File: src/rtl/simple_uart_pkg.sv
// Shared types and helpers for the simple UART.
// Transmitter and receiver state types live side by side.
package simple_uart_pkg;

   typedef enum logic [1:0] {
      TX_IDLE,
      TX_START,
      TX_DATA,
      TX_STOP
   } tx_state_e;

   typedef enum logic [1:0] {
      RX_IDLE,
      RX_START,
      RX_DATA,
      RX_STOP
   } rx_state_e;

   // A rate faster than the clock degenerates to one clock per bit.
   function automatic int unsigned clocks_per_bit(
      input int unsigned freq,
      input int unsigned baud
   );
      if (baud == 0 || freq < baud) return 1;
      return freq / baud;
   endfunction

endpackage

File: src/rtl/baud_counter.sv
// Bit-period timer: pulses bit_done once every CLOCKS_PER_BIT
// enabled cycles and holds at zero while disabled.
module baud_counter #(
   parameter int unsigned CLOCKS_PER_BIT = 1
) (
   input  logic clk,
   input  logic rst,
   input  logic en,
   output logic bit_done
);

   localparam logic [31:0] LAST = 32'(CLOCKS_PER_BIT - 1);

   logic [31:0] cnt_q;
   logic [31:0] cnt_d;
   logic        wrap;

   assign wrap     = (cnt_q == LAST);
   assign bit_done = en && wrap;

   always_comb begin
      cnt_d = '0;
      if (en && !wrap) cnt_d = cnt_q + 32'd1;
   end

   always_ff @(posedge clk or posedge rst) begin
      if (rst) cnt_q <= '0;
      else     cnt_q <= cnt_d;
   end

endmodule

File: src/rtl/transmitter_axis.sv
// AXI-Stream fed UART transmitter: 8N1-style framing with a
// configurable word width and one or two stop bits.
module transmitter_axis
   import simple_uart_pkg::*;
#(
   parameter int unsigned CLOCK_FREQUENCY = 32'd100_000_000,
   parameter int unsigned BAUD_RATE       = 32'd115200,
   parameter int unsigned WORD_WIDTH      = 32'd8,
   parameter int unsigned STOP_BITS       = 32'd1
) (
   input  logic                  clk,
   input  logic                  rst,
   input  logic [WORD_WIDTH-1:0] din_axis_tdata,
   input  logic                  din_axis_tvalid,
   output logic                  din_axis_tready,
   output logic                  dout,
   output logic                  busy
);

   localparam int unsigned CLOCKS_PER_BIT =
      clocks_per_bit(CLOCK_FREQUENCY, BAUD_RATE);
   localparam int unsigned IDX_W =
      (WORD_WIDTH > 1) ? $clog2(WORD_WIDTH) : 1;
   localparam int unsigned SIDX_W =
      (STOP_BITS > 1) ? $clog2(STOP_BITS) : 1;
   localparam logic [IDX_W-1:0]  LAST_IDX  = IDX_W'(WORD_WIDTH - 1);
   localparam logic [SIDX_W-1:0] LAST_STOP = SIDX_W'(STOP_BITS - 1);

   tx_state_e             state_q;
   tx_state_e             state_d;
   logic [WORD_WIDTH-1:0] shreg_q;
   logic [WORD_WIDTH-1:0] shreg_d;
   logic [IDX_W-1:0]      bit_idx_q;
   logic [IDX_W-1:0]      bit_idx_d;
   logic [SIDX_W-1:0]     stop_idx_q;
   logic [SIDX_W-1:0]     stop_idx_d;
   logic                  dout_q;
   logic                  dout_d;
   logic                  bit_done;
   logic                  handshake;

   assign din_axis_tready = (state_q == TX_IDLE) && !rst;
   assign handshake       = din_axis_tvalid && din_axis_tready;
   assign busy            = (state_q != TX_IDLE);
   assign dout            = dout_q;

   baud_counter #(
      .CLOCKS_PER_BIT(CLOCKS_PER_BIT)
   ) u_baud (
      .clk     (clk),
      .rst     (rst),
      .en      (busy),
      .bit_done(bit_done)
   );

   // dout_d is the line level for the state being entered, so the
   // output flop never carries decode glitches onto the line.
   always_comb begin
      state_d    = state_q;
      shreg_d    = shreg_q;
      bit_idx_d  = bit_idx_q;
      stop_idx_d = stop_idx_q;
      dout_d     = dout_q;
      unique case (state_q)
         TX_IDLE: begin
            dout_d     = 1'b1;
            bit_idx_d  = '0;
            stop_idx_d = '0;
            if (handshake) begin
               shreg_d = din_axis_tdata;
               state_d = TX_START;
               dout_d  = 1'b0;
            end
         end
         TX_START: begin
            if (bit_done) begin
               state_d   = TX_DATA;
               bit_idx_d = '0;
               dout_d    = shreg_q[0];
            end
         end
         TX_DATA: begin
            if (bit_done) begin
               if (bit_idx_q == LAST_IDX) begin
                  state_d    = TX_STOP;
                  stop_idx_d = '0;
                  dout_d     = 1'b1;
               end else begin
                  bit_idx_d = bit_idx_q + 1'b1;
                  shreg_d   = shreg_q >> 1;
                  dout_d    = shreg_d[0];
               end
            end
         end
         TX_STOP: begin
            if (bit_done) begin
               if (stop_idx_q == LAST_STOP) begin
                  state_d = TX_IDLE;
                  dout_d  = 1'b1;
               end else begin
                  stop_idx_d = stop_idx_q + 1'b1;
               end
            end
         end
         default: begin
            state_d = TX_IDLE;
            dout_d  = 1'b1;
         end
      endcase
   end

   always_ff @(posedge clk or posedge rst) begin
      if (rst) begin
         state_q    <= TX_IDLE;
         shreg_q    <= '0;
         bit_idx_q  <= '0;
         stop_idx_q <= '0;
         dout_q     <= 1'b1;
      end else begin
         state_q    <= state_d;
         shreg_q    <= shreg_d;
         bit_idx_q  <= bit_idx_d;
         stop_idx_q <= stop_idx_d;
         dout_q     <= dout_d;
      end
   end

endmodule

File: config.mk
export PLATFORM = sky130hd
export DESIGN_NAME = transmitter_axis
export DESIGN_NICKNAME = d
export VERILOG_FILES = /design/src/rtl/simple_uart_pkg.sv /design/src/rtl/baud_counter.sv /design/src/rtl/transmitter_axis.sv
export SDC_FILE = /design/constraint.sdc
export NUM_CORES = 1
export LEC_CHECK = 0
export ABC_AREA = 1
export CORE_MARGIN = 2
export CORE_UTILIZATION = 43
export CTS_CLUSTER_SIZE = 30
export DETAILED_ROUTE_END_ITERATION = 16
export GPL_ROUTABILITY_DRIVEN = 0
export PLACE_DENSITY_LB_ADDON = 0.3
export SLEW_MARGIN = 20
export SYNTH_ARGS = -nofsm -noshare
export SYNTH_HDL_FRONTEND = slang
export SYNTH_SLANG_ARGS = --single-unit
File: constraint.sdc
create_clock -name clk -period 2.05 [get_ports clk]
set_input_delay 0.41 -clock clk [delete_from_list [all_inputs] [get_ports clk]]
set_output_delay 0.41 -clock clk [all_outputs]
set_load 0.005 [all_outputs]
==> run metrics, run 1 <==
status complete, no violations; setup ws final 0.0714 ns; DR pass1 iterations 5; DRC errors left 0; post-layout min period 1.98 ns; via count roughly 2,700; cell area after placement 3200 um2; DR iter-0 viols 210; Leak 1.50 nW; Initial Utilization 44.1%; Slew Limit Fails 0; Compound-Gate Fraction of Synth Area 4.40%; startpoint class of the critical path flip-flop; row count 30; main combinational cell family by area after synthesis simple AND/OR/NAND/NOR gates; Synth cell types 33; Post-Synth Adder-Cell Area 3.38%; Seq/Total Area, Yosys 38.9%; initial antenna violation count 0; wire per inst 13.1 um; Die Area 7560 um2; ys async rst share 100%; CP endpoint kind output pin; Post-Route WL 6.85 mm; syn_nets 442; CP Class reg -> out; largest net degree at the start of global routing 47; fill count 683; H-tree depth 2; Root Buffer clkbuf_8; final hold viol count 0; CP arrival 1.57 ns; global route overflow 0; Final setup viols 0; Power Total 3.02 mW; worst slew pin tran 0.577 ns; post-synthesis xor/xnor area fraction 4.14%; leading post-synthesis cells by cell area dfrtp_1, nand2_1, nor2_1, inv_1, xor2_1; final instance area around 3300 um2; layout cells sized above 1 under 10%; DP Cell Count 515; worst-case clock skew 0.00879 ns; Clock Tree Buf Depth 2; Overall Global Routing Usage between 10% and 20%; via count of the first global-routing pass 2,512; CTS tree yes; top cells by count, synth nand2_1, nor2_1, dfrtp_1; Post-synth EDFFs 0; highest clock rate a little over 500 MHz; cts bufs inserted 5; Sum Neg Setup Slack 0 ns; Synth Register Bits 46; Post-synth top flop dfrtp_1; nets roughly 460; n_diodes 0; leading area contributor after synthesis dfrtp_1; I/O Pins 14; CTS sink cnt 46; flop-to-flop setup slack 0.22 ns; die width 87.0 um; total core area 6720 um2; dpl hpwl 5.25 mm; dpl ws 0.131 ns; clock transition at the registers of the reported paths approximately 0.08 ns; multiplexer share of the synthesized area 0%; Final Cycle Share 96.5%; Rel. slew slack 61.6%; Worst Path Required 1.64 ns; syn_area_per_cell 7.00 um2; final non-filler cell total between 500 and 600; max_cap viols 0; Via-to-Cell Ratio between 5 and 6; Cell Area, Synth 2960 um2; Synth Warn # 0; RSZ-0062 raised after global routing false; Die H around 87 um; PD cells 915 nW/um2; most frequent cell after synthesis nand2_1; Skew-Pair Late Insertion Delay between 0.2 and 0.3 ns; Hold WC Path Type reg -> reg; Port Buffers 13; synth-to-layout area growth 11.5%; r2r worst-path depth 10; Syn Inst Count 423; first-pass GRT wire length 11.6 mm; Yosys top cell area share 38.0%; peak supply drop around 0.00053 V; worst hold stages 2; synthesized-area fraction occupied by and/or/nand/nor cells between 40% and 50%; Antenna Nets Post-Route 0; Worst Path Max Fanout 5
layer usage:
metal	up-vias	GRT usage (%)	part of all wire (%)
met2	53	33.0	49
met1	1256	25.3	47
met4	0	4.40	1.2
met3	9	3.22	3.2
met5	-	0	0
li1	1374	-	-
stage by stage:
stage | hold WS, ns | utilization (%)
final | 0.482 | 49.1
after global routing | 0.508 | 49.1
after CTS | 0.483 | 49.1
after detailed placement | 0.463 | 47.6
after global placement | 0.458 | 47.6
after floorplan | 0.431 | -
layout make-up:
| type | instances | area, um2 | area share, % |
|---|---|---|---|
| Clock buffer | 7 | 76.3 | 2.31 |
| Inverter | 48 | 185 | 5.61 |
| Timing Repair Buffer | 20 | 181 | 5.50 |
| Sequential cell | 46 | 1150 | 34.9 |
| Tap cell | 80 | 100 | 3.03 |
| Multi-Input combinational cell | 323 | 1610 | 48.6 |
flip-flops by register name (all words and copies together), names as in the netlist:
signal,count
state_q,2
dout,1
bit_idx_q,3
u_baud.cnt_q,32
shreg_q,8
placed cells by master, fill, tap and decap left out, types with 2 or more instances in the layout:
cell type and instances:
clkbuf_1 2, a21oi_1 12, o21ai_0 8, nor2_4 2, nand4_1 13, inv_2 7, nand2_1 131, nor2_1 80
nand2_4 2, inv_1 38, nor3_2 2, nand3_1 9, clkbuf_8 5, nor3_1 21, nand3_2 4, xor2_1 14
nand3b_1 3, nor2_2 4, clkdlybuf4s50_1 12, buf_4 7, dfrtp_1 45, ha_1 7
kinds of logic (layout without fill, tap and decap cells):
kind of cell | Yosys count | after routing
flops | 46 | 46
simple gates | 277 | 277
buf+inv | 54 | 75
compound gates | 24 | 24
xor+xnor | 14 | 14
fa+ha+maj | 8 | 8
worst max-delay path, stage by stage, from the launching register on:
cell and delay, ns:
dfrtp_1 0.37, inv_2 0.07, ha_4 0.17, inv_1 0.14, clkdlybuf4s50_1 0.53
worst paths after layout:
| kind | from | to |
|---|---|---|
| max | state_q[0]$_DFFE_PP0P_ | busy |
| min | shreg_q[5]$_DFFE_PP0P_ | shreg_q[5]$_DFFE_PP0P_ |
| max reg2reg | u_baud.cnt_q[0]$_DFF_PP0_ | shreg_q[3]$_DFFE_PP0P_ |
| min reg2reg | shreg_q[5]$_DFFE_PP0P_ | shreg_q[5]$_DFFE_PP0P_ |
| max in group asynchronous | rst | u_baud.cnt_q[5]$_DFF_PP0_ |
| min in group asynchronous | rst | u_baud.cnt_q[16]$_DFF_PP0_ |
where the power goes:
part	switching (mW)	total, mW	leakage [nW]	internal [mW]
clock network	0.274	0.509	0.0383	0.235
registers	0.107	1.17	0.621	1.07
logic	0.842	1.34	0.842	0.494
timing repair:
item	in CTS	in global routing
setup buffers	2	0
setup endpoints to repair	2	0
endpoints found under the hold margin	0	0
hold buffers	0	0
gates resized for setup	5	0
Power figures use the tool's default switching activity.
==> inputs of run 2 (changes only) <==
--- a/config.mk
+++ b/config.mk
@@ -11,8 +11,9 @@
 export CTS_CLUSTER_SIZE = 30
 export DETAILED_ROUTE_END_ITERATION = 16
 export GPL_ROUTABILITY_DRIVEN = 0
-export PLACE_DENSITY_LB_ADDON = 0.3
+export PLACE_DENSITY = 0.63
 export SLEW_MARGIN = 20
 export SYNTH_ARGS = -nofsm -noshare
 export SYNTH_HDL_FRONTEND = slang
+export SYNTH_HIERARCHICAL = 1
 export SYNTH_SLANG_ARGS = --single-unit
==> run 2 against run 1 <==
Compared with the run above:
- largest power group unchanged
- clock power rose by 39%
- flip-flop and latch count did not move
- setup slack improved by 0.0047 ns
- die area rose by 1.6%
- critical path type unchanged
- largest cell class unchanged
- clock skew rose by 0.0053 ns
==> run metrics, run 2 <==
most frequent cell after synthesis nand2_1; Synth Register Bits between 40 and 50; Antenna Nets Post-Route 0; commonest non-fill, non-tap cell in the layout nand2_1; dpl ws 0.101 ns; wire per inst 12.3 um; status complete, no violations; layout cells sized above 1 12.5%; initial antenna violation count 0; Seq/Total Area, Yosys about two fifths; Hold Buf Count CTS 0; n_diodes 0; Synth cell types 27; Post-synth EDFFs 0; DRC errors left 0; most frequent cells in the layout nand2_1, nor2_1, dfrtp_1; Cell Area, Synth 3010 um2; Syn Inst Count 442; syn_nets 461; worst-case clock skew 0.0141 ns; I/O Pins 14; max_cap viols 0; Synth Warn # 6; largest net degree at the start of global routing 33; Largest Register u_baud/cnt_q; Hold WC Path Type reg -> reg; Slew Limit Fails 0; Root Buffer clkbuf_8; peak supply drop 0.000535 V; Die Area just under 8000 um2; Skew-Pair Late Insertion Delay around 0.30 ns; Clock Tree Buf Depth 2; CTS sink cnt 46; startpoint class of the critical path flip-flop; Port Buffers 13; syn_area_per_cell 6.81 um2; highest clock rate 507 MHz; Worst Path Required about 1.6 ns; Final Cycle Share 96.3%; post-layout min period 1.97 ns; Post-Route WL 6.99 mm; CP arrival between 1.5 and 2 ns; fill count 681; PD cells 933 nW/um2; global route overflow 0; Overall Global Routing Usage 20.1%; Final setup viols 0; Worst Path Max Fanout 4; dpl hpwl 5.45 mm; setup ws final 0.0761 ns; row count 30; clock transition at the registers of the reported paths 0.09 ns; max reg flops 32; CP endpoint kind output pin; CTS tree yes; Sum Neg Setup Slack 0 ns; Power Total 3.24 mW; via count of the first global-routing pass 2,603; cts bufs inserted 5; first-pass GRT wire length roughly 12 mm; CP Class reg -> out; Yosys top cell area share ~37%; leading post-synthesis cells by cell area dfrtp_1, nand2_1, nor2_1, inv_1, nand3_1; RSZ-0062 raised after global routing false; Post-synth top flop dfrtp_1; H-tree depth 2; Via-to-Cell Ratio a little under 5; synth-to-layout area growth 15.5%; die width 87.7 um; via count 2,737; DR iter-0 viols 189; final hold viol count 0; biggest regs u_baud/cnt_q: 32 flops, shreg_q: 8 flops, bit_idx_q: 3 flops; worst slew pin tran 0.422 ns; DR pass1 iterations 5; nets 491; Leak 1.62 nW; leading area contributor after synthesis dfrtp_1; Initial Utilization 44.3%; flop-to-flop setup slack 0.19 ns; Rel. slew slack 71.9%; Die H 87.7 um; top cells by count, synth nand2_1, nor2_1, dfrtp_1; total core area approximately 6800 um2; ys async rst share 100%
## run 2: where the power goes
part           internal (mW)  leakage (nW)  switching (mW)
Sequential              1.05         0.621          0.0797
Clock                  0.398        0.0585           0.307
Combinational          0.550         0.941           0.857
Total                   2.00          1.62            1.24
## run 2: final timing paths
kind | to | from | cells after the start
max | busy | state_q[0]$_DFFE_PP0P_ | 4
min | dout$_DFFE_PP1P_ | dout$_DFFE_PP1P_ | 2
max reg2reg | shreg_q[2]$_DFFE_PP0P_ | u_baud/cnt_q[1]$_DFF_PP0_ | 12
min reg2reg | dout$_DFFE_PP1P_ | dout$_DFFE_PP1P_ | 2
max in group asynchronous | u_baud/cnt_q[18]$_DFF_PP0_ | rst | 4
min in group asynchronous | state_q[0]$_DFFE_PP0P_ | rst | 4
## run 2: cell type report
| class | instances | area (um2) | share of cell area (%) |
|---|---|---|---|
| Clock inverter | 1 | 30.0 | 0.863 |
| Clock buffer | 7 | 86.3 | 2.48 |
| Multi-Input combinational cell | 345 | 1660 | 47.6 |
| Tap cell | 96 | 120 | 3.45 |
| Timing Repair Buffer | 30 | 269 | 7.73 |
| Inverter | 44 | 165 | 4.75 |
| Sequential cell | 46 | 1150 | 33.1 |
## run 2: stage by stage
step	utilization, %	area (um2)	hold slack, ns	instances
floorplan	-	3010	0.306	442
global placement	48.9	3320	0.457	558
detailed placement	48.9	3320	0.468	558
CTS	51.1	3470	0.489	569
global route	51.2	3480	0.521	569
finish	51.2	3480	0.484	569
## run 2: critical path: stages (launching register included)
cell and delay, ns:
dfrtp_1 0.38, inv_2 0.06, ha_4 0.17, inv_1 0.12, clkdlybuf4s50_1 0.52
## run 2: kinds of logic after synthesis
logic type               count (synthesis)  share of synthesized area [%]
AND/OR/NAND/NOR                        313                           45.1
buffers and inverters                   51                           7.44
flip-flops                              46                           38.3
AO/OA/AOI/OAI                           12                           2.37
XOR/XNOR                                12                           3.49
adder cells (fa/ha/maj)                  8                           3.33
## run 2: layer usage
metal	vias up	routed length, um	GRT usage, %
met5	-	0	0
met4	0	129	5.59
met3	10	239	3.49
met2	47	3290	33.2
met1	1266	3330	27.1
li1	1414	-	-
## run 2: repair_timing
item	4_1_cts	5_1_grt
endpoints found under the setup margin	2	12
setup buffers	3	0
resized for setup	5	6
pin swaps	0	1
==> inputs of run 3 (changes only) <==
--- a/config.mk
+++ b/config.mk
@@ -7,13 +7,11 @@
 export LEC_CHECK = 0
 export ABC_AREA = 1
 export CORE_MARGIN = 2
-export CORE_UTILIZATION = 43
+export CORE_UTILIZATION = 27
 export CTS_CLUSTER_SIZE = 30
 export DETAILED_ROUTE_END_ITERATION = 16
 export GPL_ROUTABILITY_DRIVEN = 0
-export PLACE_DENSITY = 0.63
 export SLEW_MARGIN = 20
 export SYNTH_ARGS = -nofsm -noshare
 export SYNTH_HDL_FRONTEND = slang
-export SYNTH_HIERARCHICAL = 1
 export SYNTH_SLANG_ARGS = --single-unit
==> run 3 against run 2 <==
Compared with the run above:
- clock skew is 0.0087 ns lower
- routed wire length hardly changed
- via count is 3.3% lower
- global-route usage is 7.5 points lower
- critical endpoint unchanged
- sequential share of layout area is 0.59 points higher
- first-iteration DRC count is 17% lower
- maximum frequency is 2.1% higher
- critical path depth stayed put
- register-to-register slack better by 0.03 ns
==> run metrics, run 3 (synthesis results as in run 1) <==
status complete, no violations; Worst Path Required 1.64 ns; Final Cycle Share 94.3%; Hold WC Path Type reg -> reg; dpl hpwl 5.40 mm; CP endpoint kind output pin; DRC errors left 0; most frequent cells in the layout nand2_1, nor2_1, dfrtp_1; final non-filler cell total 586; RSZ-0062 raised after global routing false; CTS tree yes; Rel. slew slack 60.4%; Power Total 3.22 mW; Port Buffers 13; biggest regs u_baud.cnt_q: 32 flops, shreg_q: 8 flops, bit_idx_q: 3 flops; initial antenna violation count 0; DR pass1 iterations 4; sink of the worst hold path shreg_q[3]$_DFFE_PP0P_; clock transition at the registers of the reported paths about 0.080 ns; Initial Utilization around 28%; total core area 10,700 um2; H-tree depth 2; Final setup viols 0; commonest non-fill, non-tap cell in the layout nand2_1; Sum Neg Setup Slack 0 ns; r2r worst-path depth 10; DP Cell Count 576; PD cells 942 nW/um2; CP Class reg -> out; Overall Global Routing Usage 12.6%; CP arrival roughly 1.5 ns; via count 2,646; Worst Path Max Fanout 5; setup ws final between 0.1 and 0.15 ns; Via-to-Cell Ratio 4.52; row count 38; wire per inst 11.9 um; post-layout min period 1.93 ns; Die H 109 um; layout cells sized above 1 10.5%; worst-case clock skew between 0.005 and 0.006 ns; highest clock rate around 520 MHz; peak supply drop about 0.00040 V; I/O Pins 14; Skew-Pair Late Insertion Delay 0.30 ns; max reg flops 32; cts bufs inserted 5; Leak 1.53 nW; hold_sp shreg_q[3]$_DFFE_PP0P_; final hold viol count 0; Die Area 11,800 um2; largest net degree at the start of global routing 47; Antenna Nets Post-Route 0; Slew Limit Fails 0; worst r2r dst shreg_q[5]$_DFFE_PP0P_; worst hold stages 2; Clock Tree Buf Depth 2; Hold Buf Count CTS 0; max_cap viols 0; nets 464; Hold WS 0.484 ns; r2r startpoint u_baud.cnt_q[0]$_DFF_PP0_; first-pass GRT wire length about 12 mm; n_diodes 0; fill count roughly 1,200; CTS sink cnt 46; Largest Register u_baud.cnt_q; flop-to-flop setup slack 0.22 ns; global route overflow 0; DR iter-0 viols 156; startpoint class of the critical path flip-flop; Root Buffer clkbuf_8; via count of the first global-routing pass 2,559; Post-Route WL around 7.0 mm; worst slew pin tran 0.594 ns; dpl ws around 0.15 ns; die width about 110 um; synth-to-layout area growth 15.4%
[run 3: cell type report]
class	count	area, um2	area share, %
Clock inverter	1	30.0	0.879
Tap cell	140	175	5.13
Multi-Input combinational cell	323	1600	46.7
Sequential cell	46	1150	33.7
Inverter	48	185	5.42
Clock buffer	7	86.3	2.53
Timing Repair Buffer	21	193	5.64
[run 3: per-stage QoR]
step / area (um2) / utilization (%)
after global placement: 3280 / 30.5
after global routing: 3420 / 31.8
after detailed placement: 3280 / 30.5
after CTS: 3410 / 31.8
final: 3420 / 31.8
after floorplan: 2970 / -
[run 3: power breakdown]
group | switching [mW] | leakage, nW | total (mW) | internal (mW)
registers | 0.109 | 0.621 | 1.18 | 1.07
logic | 0.841 | 0.855 | 1.34 | 0.496
clock network | 0.308 | 0.0585 | 0.706 | 0.398
[run 3: how the worst max path moves through the flow]
stage                     depth (start not counted)  slack, ns                      to              startpoint
after floorplan                                   7       0.02  shreg_q[0]$_DFFE_PP0P_                     rst
after global placement                            3       0.14         din_axis_tready                     rst
after detailed placement                          3       0.15         din_axis_tready                     rst
after CTS                                         5       0.02         din_axis_tready  state_q[1]$_DFFE_PP0P_
after global routing                              4       0.05                    busy  state_q[0]$_DFFE_PP0P_
final                                             4       0.12                    busy  state_q[0]$_DFFE_PP0P_
[run 3: what timing repair did]
action	in CTS	in global routing
setup endpoints to repair	2	1
resized for setup	4	1
setup buffers	2	0
hold endpoints to repair	0	0
gates cloned	0	0
[run 3: critical path, cell delays in order, from the launching register on]
cell and delay, ns:
dfrtp_1 0.37, inv_2 0.06, ha_2 0.19, inv_2 0.11
clkdlybuf4s50_1 0.51
[run 3: routing by layer]
layer | vias to the layer above | GRT usage (%) | part of all wire (%)
li1 | 1373 | - | -
met1 | 1207 | 17.1 | 49
met2 | 58 | 20.6 | 46
met3 | 8 | 2.45 | 3.9
met4 | 0 | 2.93 | 1.0
met5 | - | 0 | 0
==> variant 1, RTL diff (flow settings as in run 3) <==
The parameter `WORD_WIDTH` goes from 32'd8 to 32'd32.
--- a/src/rtl/transmitter_axis.sv
+++ b/src/rtl/transmitter_axis.sv
@@ -5,7 +5,7 @@
 #(
    parameter int unsigned CLOCK_FREQUENCY = 32'd100_000_000,
    parameter int unsigned BAUD_RATE       = 32'd115200,
-   parameter int unsigned WORD_WIDTH      = 32'd8,
+   parameter int unsigned WORD_WIDTH      = 32'd32,
    parameter int unsigned STOP_BITS       = 32'd1
 ) (
    input  logic                  clk,
Ports: changed (resized din_axis_tdata); port bits go from 14 to 38. No check against the original RTL was run, so the function may have changed too.
==> variant 1 against run 3 <==
  * Setup slack worse by 8.1 ps
  * Design area up 56%
  * Power is 99% higher
  * Die area increased by 44%
  * Sequential share of layout area rose by 0.086 points
  * Sequential cell count up 26
  * Wire length increased by 59%
  * Area after synthesis rose by 46%
  * First-iteration DRC count rose by 94%
  * Worst hold slack got worse by 19 ps
  * Highest routed layer unchanged
==> variant 1: results (changes against run 3) <==
metric	value	unit	change
Netlist cell types	29		-12%
clk_buf instances	13		+6
largest net degree at the start of global routing	73		+55%
FFs w/ async S/R, synth	100	%	unchanged
Initial DRC Count	303		+94%
GR Layer Usage met2	21.0	%	+0.41 points
crit path max fanout	3		-2
Met2 Wirelength	5.12	mm	+60%
inverters	51		+6.3%
Commonest cells post-synth	nand2_1, nor2_1, dfrtp_1, inv_1, nand4_1		
first-pass GRT wire length	18.5	mm	+55%
ys flop type	dfrtp_1		
Synth area leaders	dfrtp_1, nand2_1, nor2_1		
area of the multi-input gates	2230	sq um	+40%
Slowest-stage cell, CP	dfrtp_1		
Total GRT Usage	13.8	%	+1.2 points
WL met1	5.44	mm	+57%
Fillers	1750		+49%
DR WL met3	367	microns	+33%
sw frac	40.7	%	+1.6 points
Non-clock buffers, area share	9.85	%	+4.2 points
number of non-clock buffers	57		+170%
CTS Buf Count	9		+4
Adder-Cell Fraction of Synth Area	2.32	%	-1.1 points
clock sinks	72		+57%
Int Pwr	3.80	mW	+94%
Largest regs	shreg_q: 32 flops, u_baud.cnt_q: 32 flops, bit_idx_q: 5 flops		
nets	715		+54%
Rel. slew slack	39.2	%	-21 points
CTS clk-pin slew, worst paths	60	ps	-20 ps
compound-gate portion of the synthesized area	1.45	%	-2.9 points
leakage power	2.55	nW	+66%
vias post-DR	4062		+54%
DP Wirelength	7.84	mm	+45%
TritonRoute pass-1 iters	5		+1
Routed WL	11.1	mm	+59%
CP peak stage delay	380	ps	-130 ps
met3 Usage GRT	2.20	%	-0.25 points
clock root buffer	clkbuf_16		
Worst VDD drop	543	uV	+35%
GRT met1 Usage	19.2	%	+2.1 points
number of I/O port buffers	37		+24
status	finished clean		
clock network area share	5.63	%	+2.2 points
sequential power share	31.6	%	-4.9 points
initial antenna violation count	0		unchanged
Multi-input comb cells	481		+49%
clock latency on the worst-skew pair	340	ps	+40 ps
htree depth	3		+1
final worst clock skew	4.21	ps	-1.21 ps
register share of the cell area	33.8	%	+0.086 points
sequential fraction of the synthesis area	41.8	%	+2.9 points
vias in the first global route	3812		+49%
xor and xnor area share after synthesis	3.05	%	-1.1 points
combinational power	2.77	mW	+110%
R2R Setup Slk	200	ps	-20 ps
share of cells above drive strength 1	8.71	%	-1.8 points
Post-Syn Nets	668		+51%
critical path's top delay family	buffers and inverters		
n_diodes	0		unchanged
[variant 1: changes by cell type after synthesis, moves of 7 or more]
cell,delta
nand2_1,+133
dfrtp_1,+26
nand4_1,+26
nand3_1,+10
a21oi_1,-7
clkbuf_1,+7
[variant 1: repair_timing]
| action | CTS | global route |
|---|---|---|
| buffers inserted | 1 | 2 |
| endpoints found under the setup margin | 2 | 32 |
| pin swaps | 0 | 1 |
| cloned | 0 | 1 |
| gates resized for setup | 7 | 4 |
[variant 1: per-stage QoR]
stage,hold WS (ps),setup TNS (ps),instances,cell area [sq um],setup WS [ps]
finish,465,0,893,5330,109
CTS,467,0,890,5290,44.0
global placement,453,-62.2,873,4970,-62.2
floorplan,433,-14100,625,4360,-427
detailed placement,459,0,873,4970,4.87
global route,487,-3.81,893,5330,-3.81
[variant 1: cells by family (layout without fill, tap and decap cells)]
logic type | after synthesis | count (layout)
adder cells (fa/ha/maj) | 8 | 8
flip-flops | 72 | 72
XOR/XNOR | 15 | 15
AND/OR/NAND/NOR | 447 | 448
buffers and inverters | 73 | 124
AO/OA/AOI/OAI | 10 | 10
[variant 1: worst paths after layout]
check,startpoint,cells after the start,endpoint
worst max-delay path,state_q[1]$_DFFE_PP0P_,5,busy
worst min-delay path,u_baud.cnt_q[0]$_DFF_PP0_,1,u_baud.cnt_q[0]$_DFF_PP0_
worst max register to register,bit_idx_q[1]$_DFFE_PP0P_,9,shreg_q[6]$_DFFE_PP0P_
worst min register to register,u_baud.cnt_q[0]$_DFF_PP0_,1,u_baud.cnt_q[0]$_DFF_PP0_
max in group asynchronous,rst,3,u_baud.cnt_q[17]$_DFF_PP0_
min in group asynchronous,rst,3,bit_idx_q[4]$_DFFE_PP0P_
==> variant 2, RTL diff (flow settings as in run 3) <==
Without the edit above. Re-encode `tx_state_e` (4 states) as Gray code, 2 bits wide.
--- a/src/rtl/simple_uart_pkg.sv
+++ b/src/rtl/simple_uart_pkg.sv
@@ -3,10 +3,10 @@
 package simple_uart_pkg;
 
    typedef enum logic [1:0] {
-      TX_IDLE,
-      TX_START,
-      TX_DATA,
-      TX_STOP
+      TX_IDLE  = 2'b00,
+      TX_START = 2'b01,
+      TX_DATA  = 2'b11,
+      TX_STOP  = 2'b10
    } tx_state_e;
 
    typedef enum logic [1:0] {
Behaviour: no difference found for any inputs over 10 cycles, from zero or initial values and one cycle with rst high; not proved beyond that.
==> variant 2 against run 3 <==
  * Design area decreased by 8.1%
  * Wire length decreased by 11%
  * Clock skew decreased by 3.0 ps
  * Count of clock-buffer cells in the layout unchanged
  * Sequential cell count unchanged
  * Utilization is 0.20 points higher
  * Critical endpoint is now din_axis_tready
  * Maximum frequency down 1.3%
  * Area after synthesis down 7.6%
  * Setup slack worse by 25 ps
  * Worst hold slack worse by 3.3 ps
  * Largest cell class unchanged
  * First-iteration DRC count down 31%
Power is not compared: it rests on default switching activity, and its combinational part moved more than twofold at a synthesized area within 25%.
==> variant 2: results (changes against run 3) <==
metric	value	unit	change
number of I/O port buffers	13		unchanged
hold path endpoint	shreg_q[0]$_DFFE_PP0P_		
status	finished clean		
net switching power	0.336	mW	
Commonest cells post-synth	nand2_1, nor2_1, dfrtp_1, inv_1, nand3_1		
setup ws final	92.0	ps	-25.1 ps
Largest regs	u_baud.cnt_q: 32 flops, shreg_q: 8 flops, bit_idx_q: 3 flops		
first-pass GRT wire length	10.7	mm	-10%
Worst R2R Start	u_baud.cnt_q[0]$_DFF_PP0_		
DP Wirelength	4.72	mm	-13%
worst setup path end	din_axis_tready		
Initial DRC Count	108		-31%
critical path startpoint	state_q[1]$_DFFE_PP0P_		
final worst clock skew	2.41	ps	-3.01 ps
DR WL met3	262	microns	-4.7%
TritonRoute pass-1 iters	4		unchanged
WL met1	3.03	mm	-12%
crit path max fanout	4		-1
Synth area leaders	dfrtp_1, nand2_1, nor2_1		
r2r worst-path depth	8		-2
Power Density	489	nW/um^2	
xor and xnor area share after synthesis	3.52	%	-0.62 points
Post-Syn Nets	415		-6.1%
clock latency on the worst-skew pair	300	ps	about the same
Vias/cell	4.36		-3.4%
Total GRT Usage	12.1	%	-0.53 points
mux share of post-synthesis cell area	0	%	unchanged
DP Worst Slack	100	ps	-49.0 ps
Met2 Wirelength	2.79	mm	-12%
CTS clk-pin slew, worst paths	90	ps	
FFs w/ async S/R, synth	100	%	unchanged
HP Class	reg2reg		
WHS	480	ps	-3.32 ps
compound-gate portion of the synthesized area	1.92	%	-2.5 points
Adder-Cell Fraction of Synth Area	1.37	%	-2.0 points
DR top layer	met4		
share of cells above drive strength 1	9.00	%	-1.5 points
r2r endpoint	u_baud.cnt_q[26]$_DFF_PP0_		
R2R Setup Slk	240	ps	+20 ps
HP Start	shreg_q[0]$_DFFE_PP0P_		
Routed WL	6.22	mm	-11%
vias in the first global route	2367		-7.5%
nets	435		-6.3%
slew of the pin with the lowest slew margin	599	ps	+5.47 ps
Netlist cell types	25		-24%
critical path data arrival time	1550	ps	+30 ps
Yosys Warn Count	0		unchanged
sequential fraction of the synthesis area	42.1	%	+3.2 points
-- variant 2: critical path: stages (launching register included) --
cell,delay [ps]
dfrtp_1,410
nor2_2,130
inv_1,100
nor2_1,100
clkdlybuf4s50_1,510
-- variant 2: metrics by stage --
stage / std cells / cell area (sq um)
2_1_floorplan: 401 / 2740
5_1_grt: 555 / 3140
3_5_place_dp: 546 / 3040
6_report: 555 / 3140
3_3_place_gp: 546 / 3040
4_1_cts: 554 / 3130
-- variant 2: layout make-up --
cell class                      instances  area [sq um]
Timing Repair Buffer                   18           180
Tap cell                              133           166
Clock buffer                            7          86.3
Sequential cell                        46          1150
Clock inverter                          1          5.00
Inverter                               40           154
Multi-Input combinational cell        310          1400
Fill cell                            1133          6680
-- variant 2: timing repair --
item / CTS / global route
resized for setup: 0 / 1
setup buffers: 0 / 1
setup endpoints to repair: 0 / 1
-- variant 2: per-layer routing --
metal	track usage (%)	vias to the layer above
met5	0	-
met4	4.76	0
met3	2.31	9
met2	19.6	42
met1	15.8	1092
li1	-	1278
